[src/rtl/router_pkg.sv]
// Shared types and helpers for the router write-side control FSM.
package router_pkg;

    localparam int DEF_NCH = 3;
    localparam int MAX_NCH = 8;

    typedef enum logic [3:0] {
        DECODE_ADD      = 4'd0,
        LFD             = 4'd1,
        LD              = 4'd2,
        FFS             = 4'd3,
        LAF             = 4'd4,
        LP              = 4'd5,
        CPERROR         = 4'd6,
        WAIT_TILL_EMPTY = 4'd7,
        DROP            = 4'd8
    } state_e;

    // One-hot channel select, sized for the largest supported router.
    function automatic logic [MAX_NCH-1:0] onehot(input int unsigned idx);
        logic [MAX_NCH-1:0] v;
        v = '0;
        if (idx < MAX_NCH) begin
            v[idx[2:0]] = 1'b1;
        end
        return v;
    endfunction

endpackage

[src/rtl/router_wait_timer.sv]
// Wait-till-empty timeout counter: counts cycles while not cleared and flags
// the cycle on which the count is about to reach CYC.
module router_wait_timer #(
    parameter int CYC = 1023
) (
    input  logic clk,
    input  logic rst,
    input  logic clr,
    output logic expired
);

    localparam int W = $clog2(CYC + 1);

    logic [W-1:0] count;

    always_ff @(posedge clk) begin
        if (!rst) begin
            count <= '0;
        end else if (clr) begin
            count <= '0;
        end else if (count != W'(CYC)) begin
            count <= count + 1'b1;
        end
    end

    // Expiry is taken on the edge that would bring the count up to CYC.
    assign expired = (count == W'(CYC - 1));

endmodule

[src/rtl/router_ctrl_fsm_n.sv]
// Write-side control FSM for an N-channel packet router.
// Optional wait-till-empty timeout enabled by defining ROUTER_WAIT_TIMEOUT_EN.
module router_ctrl_fsm_n
    import router_pkg::*;
#(
    parameter int NCH         = DEF_NCH,
    parameter int ADDR_W      = 2,
    parameter int TIMEOUT_CYC = 1023
) (
    input  logic              clk,
    input  logic              rst,
    input  logic              pktvalid,
    input  logic [ADDR_W-1:0] din,
    input  logic              fifofull,
    input  logic [NCH-1:0]    fifoempty,
    input  logic [NCH-1:0]    srst,
    input  logic              parity_done,
    input  logic              lowpktvalid,
    output logic              detect_add,
    output logic              lfd_state,
    output logic              ld_state,
    output logic              laf_state,
    output logic              full_state,
    output logic              we_en_reg,
    output logic              rst_int_reg,
    output logic              busy,
    output logic [NCH-1:0]    wr_sel,
    output logic              addr_err,
    output logic              timeout_err
);

    localparam int              NA    = 1 << ADDR_W;
    localparam logic [ADDR_W:0] NCH_X = (ADDR_W + 1)'(NCH);

    if (NCH < 2 || NCH > MAX_NCH || NA < NCH || TIMEOUT_CYC < 1) begin : g_bad_param
        $error("router_ctrl_fsm_n: illegal parameter combination");
    end

    // Handshake: pktvalid qualifies din on every cycle; while busy is high the
    // source must hold its byte, and bytes seen with busy low in DROP are discarded.

    state_e            state, next_state;
    logic [ADDR_W-1:0] addr, addr_d;
    logic              addr_err_q, addr_err_d;
    logic [NA-1:0]     fe_pad, srst_pad;
    logic              fe_din, fe_sel, srst_hit;
    logic [MAX_NCH-1:0] oh;

    // Pad per-channel vectors so any address value indexes safely.
    assign fe_pad   = NA'(fifoempty);
    assign srst_pad = NA'(srst);
    assign fe_din   = fe_pad[din];
    assign fe_sel   = fe_pad[addr];
    assign srst_hit = (state != DECODE_ADD) && srst_pad[addr];

`ifdef ROUTER_WAIT_TIMEOUT_EN
    logic timer_clr, expired, timeout_err_q, timeout_err_d;

    assign timer_clr = (state != WAIT_TILL_EMPTY) || srst_hit;

    router_wait_timer #(.CYC(TIMEOUT_CYC)) u_wait_timer (
        .clk     (clk),
        .rst     (rst),
        .clr     (timer_clr),
        .expired (expired)
    );

    always_ff @(posedge clk) begin
        if (!rst) begin
            timeout_err_q <= 1'b0;
        end else begin
            timeout_err_q <= timeout_err_d;
        end
    end

    assign timeout_err = timeout_err_q;
`else
    assign timeout_err = 1'b0;
`endif

    always_ff @(posedge clk) begin
        if (!rst) begin
            state      <= DECODE_ADD;
            addr       <= '0;
            addr_err_q <= 1'b0;
        end else begin
            state      <= next_state;
            addr       <= addr_d;
            addr_err_q <= addr_err_d;
        end
    end

    always_comb begin
        next_state = state;
        addr_d     = addr;
        addr_err_d = 1'b0;
`ifdef ROUTER_WAIT_TIMEOUT_EN
        timeout_err_d = 1'b0;
`endif
        case (state)
            DECODE_ADD: begin
                if (pktvalid) begin
                    addr_d = din;
                    if ({1'b0, din} >= NCH_X) begin
                        next_state = DROP;
                        addr_err_d = 1'b1;
                    end else if (fe_din) begin
                        next_state = LFD;
                    end else begin
                        next_state = WAIT_TILL_EMPTY;
                    end
                end
            end
            LFD: next_state = LD;
            LD: begin
                if (fifofull) begin
                    next_state = FFS;
                end else if (!pktvalid) begin
                    next_state = LP;
                end
            end
            FFS: begin
                if (!fifofull) begin
                    next_state = LAF;
                end
            end
            LAF: begin
                if (parity_done) begin
                    next_state = DECODE_ADD;
                end else if (lowpktvalid) begin
                    next_state = LP;
                end else begin
                    next_state = LD;
                end
            end
            LP: next_state = CPERROR;
            CPERROR: next_state = fifofull ? FFS : DECODE_ADD;
            WAIT_TILL_EMPTY: begin
                // An empty FIFO arriving on the expiry cycle still wins.
                if (fe_sel) begin
                    next_state = LFD;
                end
`ifdef ROUTER_WAIT_TIMEOUT_EN
                else if (expired) begin
                    next_state    = DROP;
                    timeout_err_d = 1'b1;
                end
`endif
            end
            DROP: begin
                if (!pktvalid) begin
                    next_state = DECODE_ADD;
                end
            end
            default: next_state = DECODE_ADD;
        endcase

        if (srst_hit) begin
            next_state = DECODE_ADD;
            addr_d     = '0;
            addr_err_d = 1'b0;
`ifdef ROUTER_WAIT_TIMEOUT_EN
            timeout_err_d = 1'b0;
`endif
        end
    end

    always_comb begin
        oh          = onehot(32'(addr));
        detect_add  = (state == DECODE_ADD);
        lfd_state   = (state == LFD);
        ld_state    = (state == LD);
        laf_state   = (state == LAF);
        full_state  = (state == FFS);
        rst_int_reg = (state == CPERROR);
        we_en_reg   = (state inside {LD, LAF, LP});
        busy        = (state inside {LFD, FFS, LAF, LP, CPERROR, WAIT_TILL_EMPTY});
        wr_sel      = '0;
        if (state inside {LFD, LD, LAF, LP}) begin
            wr_sel = oh[NCH-1:0];
        end
    end

    assign addr_err = addr_err_q;

endmodule

[config.mk]
export PLATFORM = sky130hd
export DESIGN_NAME = router_ctrl_fsm_n
export DESIGN_NICKNAME = d
export VERILOG_FILES = /design/src/rtl/router_pkg.sv /design/src/rtl/router_wait_timer.sv /design/src/rtl/router_ctrl_fsm_n.sv
export SDC_FILE = /design/constraint.sdc
export NUM_CORES = 1
export LEC_CHECK = 0
export BUFFER_PORTS_ARGS = -buffer_cell sky130_fd_sc_hd__buf_4
export CAP_MARGIN = 0
export CORE_UTILIZATION = 45
export CTS_BUF_LIST = sky130_fd_sc_hd__clkbuf_4
export DETAILED_ROUTE_END_ITERATION = 12
export GPL_ROUTABILITY_DRIVEN = 0
export HOLD_SLACK_MARGIN = 0.15
export PLACE_DENSITY = 0.72
export SETUP_SLACK_MARGIN = 0.3
export SYNTH_ARGS = -nofsm -noshare
export SYNTH_HDL_FRONTEND = slang
export SYNTH_SLANG_ARGS = --single-unit
[constraint.sdc]
create_clock -name clk -period 1.7 [get_ports clk]
set_input_delay 0 -clock clk [delete_from_list [all_inputs] [get_ports clk]]
set_output_delay 0 -clock clk [all_outputs]
set_load 0.05 [all_outputs]
# Yosys cells after proc, flatten, opt, wreduce, memory -nomap -nowiden
# Cells that the tools add are included.
dict set report classes {
  bitwise_logic 3
  n_eq_ne 13
  muxes 22
  n_reduce_logical 11
  magnitude_cmp 5
}
# op n
set op_table {}
lappend op_table {{$pmux 4 s9} 1}
lappend op_table {{$mux 4} 7}
lappend op_table {{$eq 4x3->1 const B} 4}
lappend op_table {{$mux 3} 4}
lappend op_table {{$eq 4x2->1 const B} 2}
lappend op_table {{$ne 2x2->1 const B} 4}
lappend op_table {{$reduce_bool 4->1} 2}
lappend op_table {{$bmux 1 s2} 3}
lappend op_table {{$lt 2x3->1 const B} 2}
lappend op_table {{$reduce_bool 6->1} 1}
lappend op_table {{$mux 1} 5}
lappend op_table {{$reduce_and 5->1} 1}
lappend op_table {{$eq 4x1->1 const B} 1}
lappend op_table {{$eq 4x4->1 const B} 1}
lappend op_table {{$logic_not 4->1} 1}
lappend op_table {{$lt 2x4->1 const B} 1}
lappend op_table {{$reduce_or 4->1} 1}
lappend op_table {{$ne 3x3->1 const B} 1}
lappend op_table {{$not 1->1} 3}
lappend op_table {{$reduce_bool 3->1} 1}
lappend op_table {{$demux 1 s2} 1}
lappend op_table {{$ge 2x1->1 const B} 1}
lappend op_table {{$ge 2x2->1 const B} 1}
lappend op_table {{$logic_and 1x1->1} 2}
lappend op_table {{other kinds (3)} 3}
dict set report word_totals {
  elab_cells 57
  regBits 7
  in_bits 14
  out_inout_bits 13
}

# Logic depth before layout (Yosys ltp)
dict set report depth {
  depth_word 6
  mapped_depth 5
}

# Least setup slack after synthesis
# Ideal clock, no wire load.
dict set report synth_path {
  kind {register to output}
  from {register state[1]}
  to {output port wr_sel[1]}
  stages_incl_launch_ff 5
  required_time_ns 1.700
  path_slack_ns -0.776
  path_buffers 1
  arrival_ns 2.476
  cell_sequence {dfxtp_1 -> buf_4 -> inv_1 -> xnor2_1 -> nor4b_1}
}
dict set report synth_via {
  elab_chain_len 3
  word_cells_on_any_way 6
}
# item line_no
set synth_rtl {}
lappend synth_rtl {{start, declared} router_ctrl_fsm_n.sv:42} ;# state_e state, next_state;
lappend synth_rtl {{start signal, assigned} router_ctrl_fsm_n.sv:87} ;# state <= next_state;
lappend synth_rtl {{$eq 4x1->1, or another cell as far along} router_ctrl_fsm_n.sv:179} ;# if (state inside {LFD, LD, LAF, LP}) begin
lappend synth_rtl {{$reduce_bool 4->1 *} router_ctrl_fsm_n.sv:179}
lappend synth_rtl {{$mux 3 *} router_ctrl_fsm_n.sv:179}
lappend synth_rtl {{end, declared} router_ctrl_fsm_n.sv:27} ;# output logic [NCH-1:0] wr_sel,
# Every way passes the cells marked *; elsewhere a longest branch is shown, timed or not.

# Worst setup path after layout
dict set report layout_path {
  from {input port pktvalid}
  to {register state[1]}
}
dict set report layout_via {
  elab_chain_len 2
  word_cells_on_any_way 4
}
# item line_no
set layout_rtl {}
lappend layout_rtl {{start, declared} router_ctrl_fsm_n.sv:12} ;# input logic pktvalid,
lappend layout_rtl {{$ne 3x3->1 (no source line) or $ne 2x2->1 (tied branches)} --}
lappend layout_rtl {{$reduce_and 5->1 (no source line) *} --}
# Marks and branches as above.
# A chain may end at the register's enable or synchronous reset.

==> results.txt <==
- On the critical path, the stage with the largest delay is an instance of sky130_fd_sc_hd__dlygate4sd3_1.
- TritonCTS built the clock tree.
* #FFs+latches synth: 7
* Post-Synthesis Mean Instance Area: 7.71 um2
- The startpoint identified for the worst hold timing path is parity_done.
- Clock buffer depth: 2
* Antenna violations before repair: 0
- Once layout is complete, the utilization of the core stands at 0.905.
* Relative area change from synthesis to final layout: 80.1%
* Aggregate global routing overflow: 0
* Total internal power: 0.00109 W
* Die outline height: 40.8 um
- Post-DP HPWL: 1.39 mm
- Cell area after technology mapping: 678 um2
* Total number of vias: 963
- The worst-case IR drop observed on VDD is 1480 uV.
- Sequence of cells on the critical path: dlygate4sd3_1 -> buf_4 -> or3b_1 -> a21oi_1 -> o221ai_1 -> o32ai_2
* Post-Syn Nets: 102
* Clk sink count: 7
- For this run, the number of Yosys warnings is 0.
- Reg-to-Reg Start: state[0]
- Root Buffer Master: sky130_fd_sc_hd__clkbuf_4
- Among all flip-flop cells after synthesis, the most frequent one is sky130_fd_sc_hd__dfxtp_1.
* Port Buffers: 25
* Clock power share: 0.082
- Upper clock frequency limit: 0.649 GHz
* Crit path capture type: flip-flop
* Largest fanout on the critical path: 7
- Max capacitance violation total: 0
- Worst-case clock skew: 0.00967 ns
- The first routing iteration left 56 violations.
* Worst min path class: in -> reg
* Max-slew violation count: 0
* Number of enable flip-flop cells after synthesis: 0
* Setup violators final: 0
- Starting Density: 0.502
- The share of total power dissipated in sequential elements is 0.141.
* Critical path arrival: 1.70 ns
* Vias per inst: 6.60
- Dividing the final minimum period by the clock period gives 0.907.
- The core region is 0.00135 mm2.
- TritonCTS Buffers: 3
* Sequential-to-total area share from yosys stat: 0.207
- The analysis attributes to net switching a power of 0.00119 W.
* Total global routing track utilization: 0.309
* Ant diodes: 0
- After clock tree synthesis, the clock-pin slew on the worst setup and hold paths is 0.07 ns.
* Hold WS: 0.187 ns
* Drt drc: 0
* Leakage: 0.503 nW
* Critical Path Start Type: input pin
- Run status: complete, no violations
- Detail Route Antenna Nets: 0
- Combinational share of power: 0.777
- For the worst-skew pair, the clock arrives at the later sink with an insertion delay of 0.27 ns.
* Share of async-settable or async-resettable flops after synthesis: 0
* Ratio of total power to cell area: 1860 mW/mm2
- The most critical setup path has its startpoint at pktvalid.
* Worst path required time: 1.86 ns
* Number of iterations in the first detailed-routing pass: 4
- Final count of hold timing violations: 0
- Number of instances in the synthesized netlist: 88
- Period minus WS final: 1.54 ns
* Deepest level of the CTS H-tree: 1
* Switching share of total power: 0.522
- Entering global routing, the biggest net connects 12 pins.
- The layout has 62 filler cells.
- Number of I/O pins: 27
- Die W: 40.8 um
- After synthesis, the netlist uses 41 different library cells.
- Classification of the worst setup path: in -> reg
- Unrepaired setup endpoints after global routing: true
- Core Rows: 13
- The via count of the first global-routing pass came to 732.
- In the final layout, the share of cells above drive strength 1 is 0.557.
- Drt wl/cell: 20.7 um
- At the end of the flow, the number of nets in the layout was 146.
* Peak per-stage delay on the critical path: 0.53 ns
* Full die area: 0.00167 mm2
- The first global-routing pass estimated 3.30 mm of wire.
* Final wirelength: 3.02 mm
-- sequential cells by signal, indices dropped and copies added, names as in the netlist --
signal	cells
addr	2
state	4
addr_err	1
-- kinds of logic (layout without fill, tap and decap cells) --
family                 Yosys count  after routing  share of synthesized area
AND/OR/NAND/NOR                 39             39                      0.334
AO/OA/AOI/OAI                   26             26                      0.297
buffers and inverters           11             54                     0.0978
flip-flops                       7              7                      0.207
multiplexers                     3              3                     0.0461
other                            1              1                    0.00553
XOR/XNOR                         1              1                     0.0129
-- layout by cell type, fill, tap and decap left out, types with 2 or more instances in the layout --
cell type	count
sky130_fd_sc_hd__buf_4	33
sky130_fd_sc_hd__nand2_1	7
sky130_fd_sc_hd__buf_6	7
sky130_fd_sc_hd__nor2_1	6
sky130_fd_sc_hd__dlygate4sd3_1	5
sky130_fd_sc_hd__nand3_1	4
sky130_fd_sc_hd__a21oi_1	4
sky130_fd_sc_hd__dfxtp_4	4
sky130_fd_sc_hd__clkbuf_4	4
sky130_fd_sc_hd__nand2b_1	3
sky130_fd_sc_hd__inv_1	3
sky130_fd_sc_hd__o21ai_0	3
sky130_fd_sc_hd__nor3_1	2
sky130_fd_sc_hd__nor4_4	2
sky130_fd_sc_hd__nand2_2	2
sky130_fd_sc_hd__nor4b_4	2
sky130_fd_sc_hd__a21oi_2	2
sky130_fd_sc_hd__nand3b_1	2
sky130_fd_sc_hd__a211o_1	2
sky130_fd_sc_hd__or3_1	2
sky130_fd_sc_hd__o211ai_1	2
sky130_fd_sc_hd__a311oi_2	2
sky130_fd_sc_hd__dfxtp_2	2
-- final timing paths --
kind               to  slack (ns)  cells past startpoint
max          state[1]        0.16                      6
min          state[0]        0.19                      5
max reg2reg  state[1]        0.17                      4
min reg2reg   addr[0]        0.53                      2
-- per-layer routing --
layer	routed length, um	track usage
met1	1200	0.391
met2	1420	0.473
met3	269	0.0380
met4	123	0.225
met5	0	0
-- power groups by stage --
stage | Combinational (W) | Sequential [W] | Clock (W)
floorplan | 0.00105 | 0.000269 | 0
global placement | 0.00125 | 0.000351 | 0
detailed placement | 0.00126 | 0.000351 | 0
CTS | 0.00150 | 0.000322 | 0.000184
global route | 0.00184 | 0.000325 | 0.000188
finish | 0.00177 | 0.000321 | 0.000188
-- repair_timing --
item,4_1_cts,5_1_grt
pin swaps,3,7
setup buffers,8,4
setup endpoints to repair,10,12
hold buffers,5,0
endpoints found under the hold margin,7,0
gates resized for setup,9,15
-- Yosys cell counts (2+ instances only) --
library cell	number	area, um2
sky130_fd_sc_hd__a211o_1	2	17.5
sky130_fd_sc_hd__a21oi_1	6	30.0
sky130_fd_sc_hd__buf_2	2	10.0
sky130_fd_sc_hd__buf_4	2	15.0
sky130_fd_sc_hd__buf_6	2	22.5
sky130_fd_sc_hd__dfxtp_1	7	140
sky130_fd_sc_hd__inv_1	4	15.0
sky130_fd_sc_hd__mux2i_1	2	20.0
sky130_fd_sc_hd__nand2_1	9	33.8
sky130_fd_sc_hd__nand2b_1	3	18.8
sky130_fd_sc_hd__nand3_1	4	20.0
sky130_fd_sc_hd__nand3b_1	2	15.0
sky130_fd_sc_hd__nor2_1	7	26.3
sky130_fd_sc_hd__nor3_1	3	15.0
sky130_fd_sc_hd__nor4b_1	3	26.3
sky130_fd_sc_hd__o211ai_1	2	15.0
sky130_fd_sc_hd__o21ai_0	3	15.0
sky130_fd_sc_hd__or3_1	2	12.5
-- stage by stage --
stage	setup TNS, ns	cells	area (um2)	total power (W)	worst slack [ns]
after global placement	0	125	955	0.00160	0.202
after floorplan	-0.190	88	773	0.00132	-0.0681
after CTS	0	142	1130	0.00201	0.279
final	0	146	1220	0.00228	0.159
after detailed placement	0	125	955	0.00161	0.157
after global routing	0	146	1220	0.00235	0.179
-- critical path, delay by kind of cell --
family | cells | cell delay, ns
AOI/OAI and AO/OA | 3 | 0.64
buffers and inverters | 2 | 0.69
and+or+nand+nor | 1 | 0.36
-- cell type report --
type	count	area [um2]	area share
clock buffer	4	30.0	0.0246
inverter	4	18.8	0.0154
multi-input combinational	70	599	0.491
sequential	7	158	0.129
tap	15	18.8	0.0154
timing repair buffer	46	397	0.325
(Power assumes the default switching activity.)
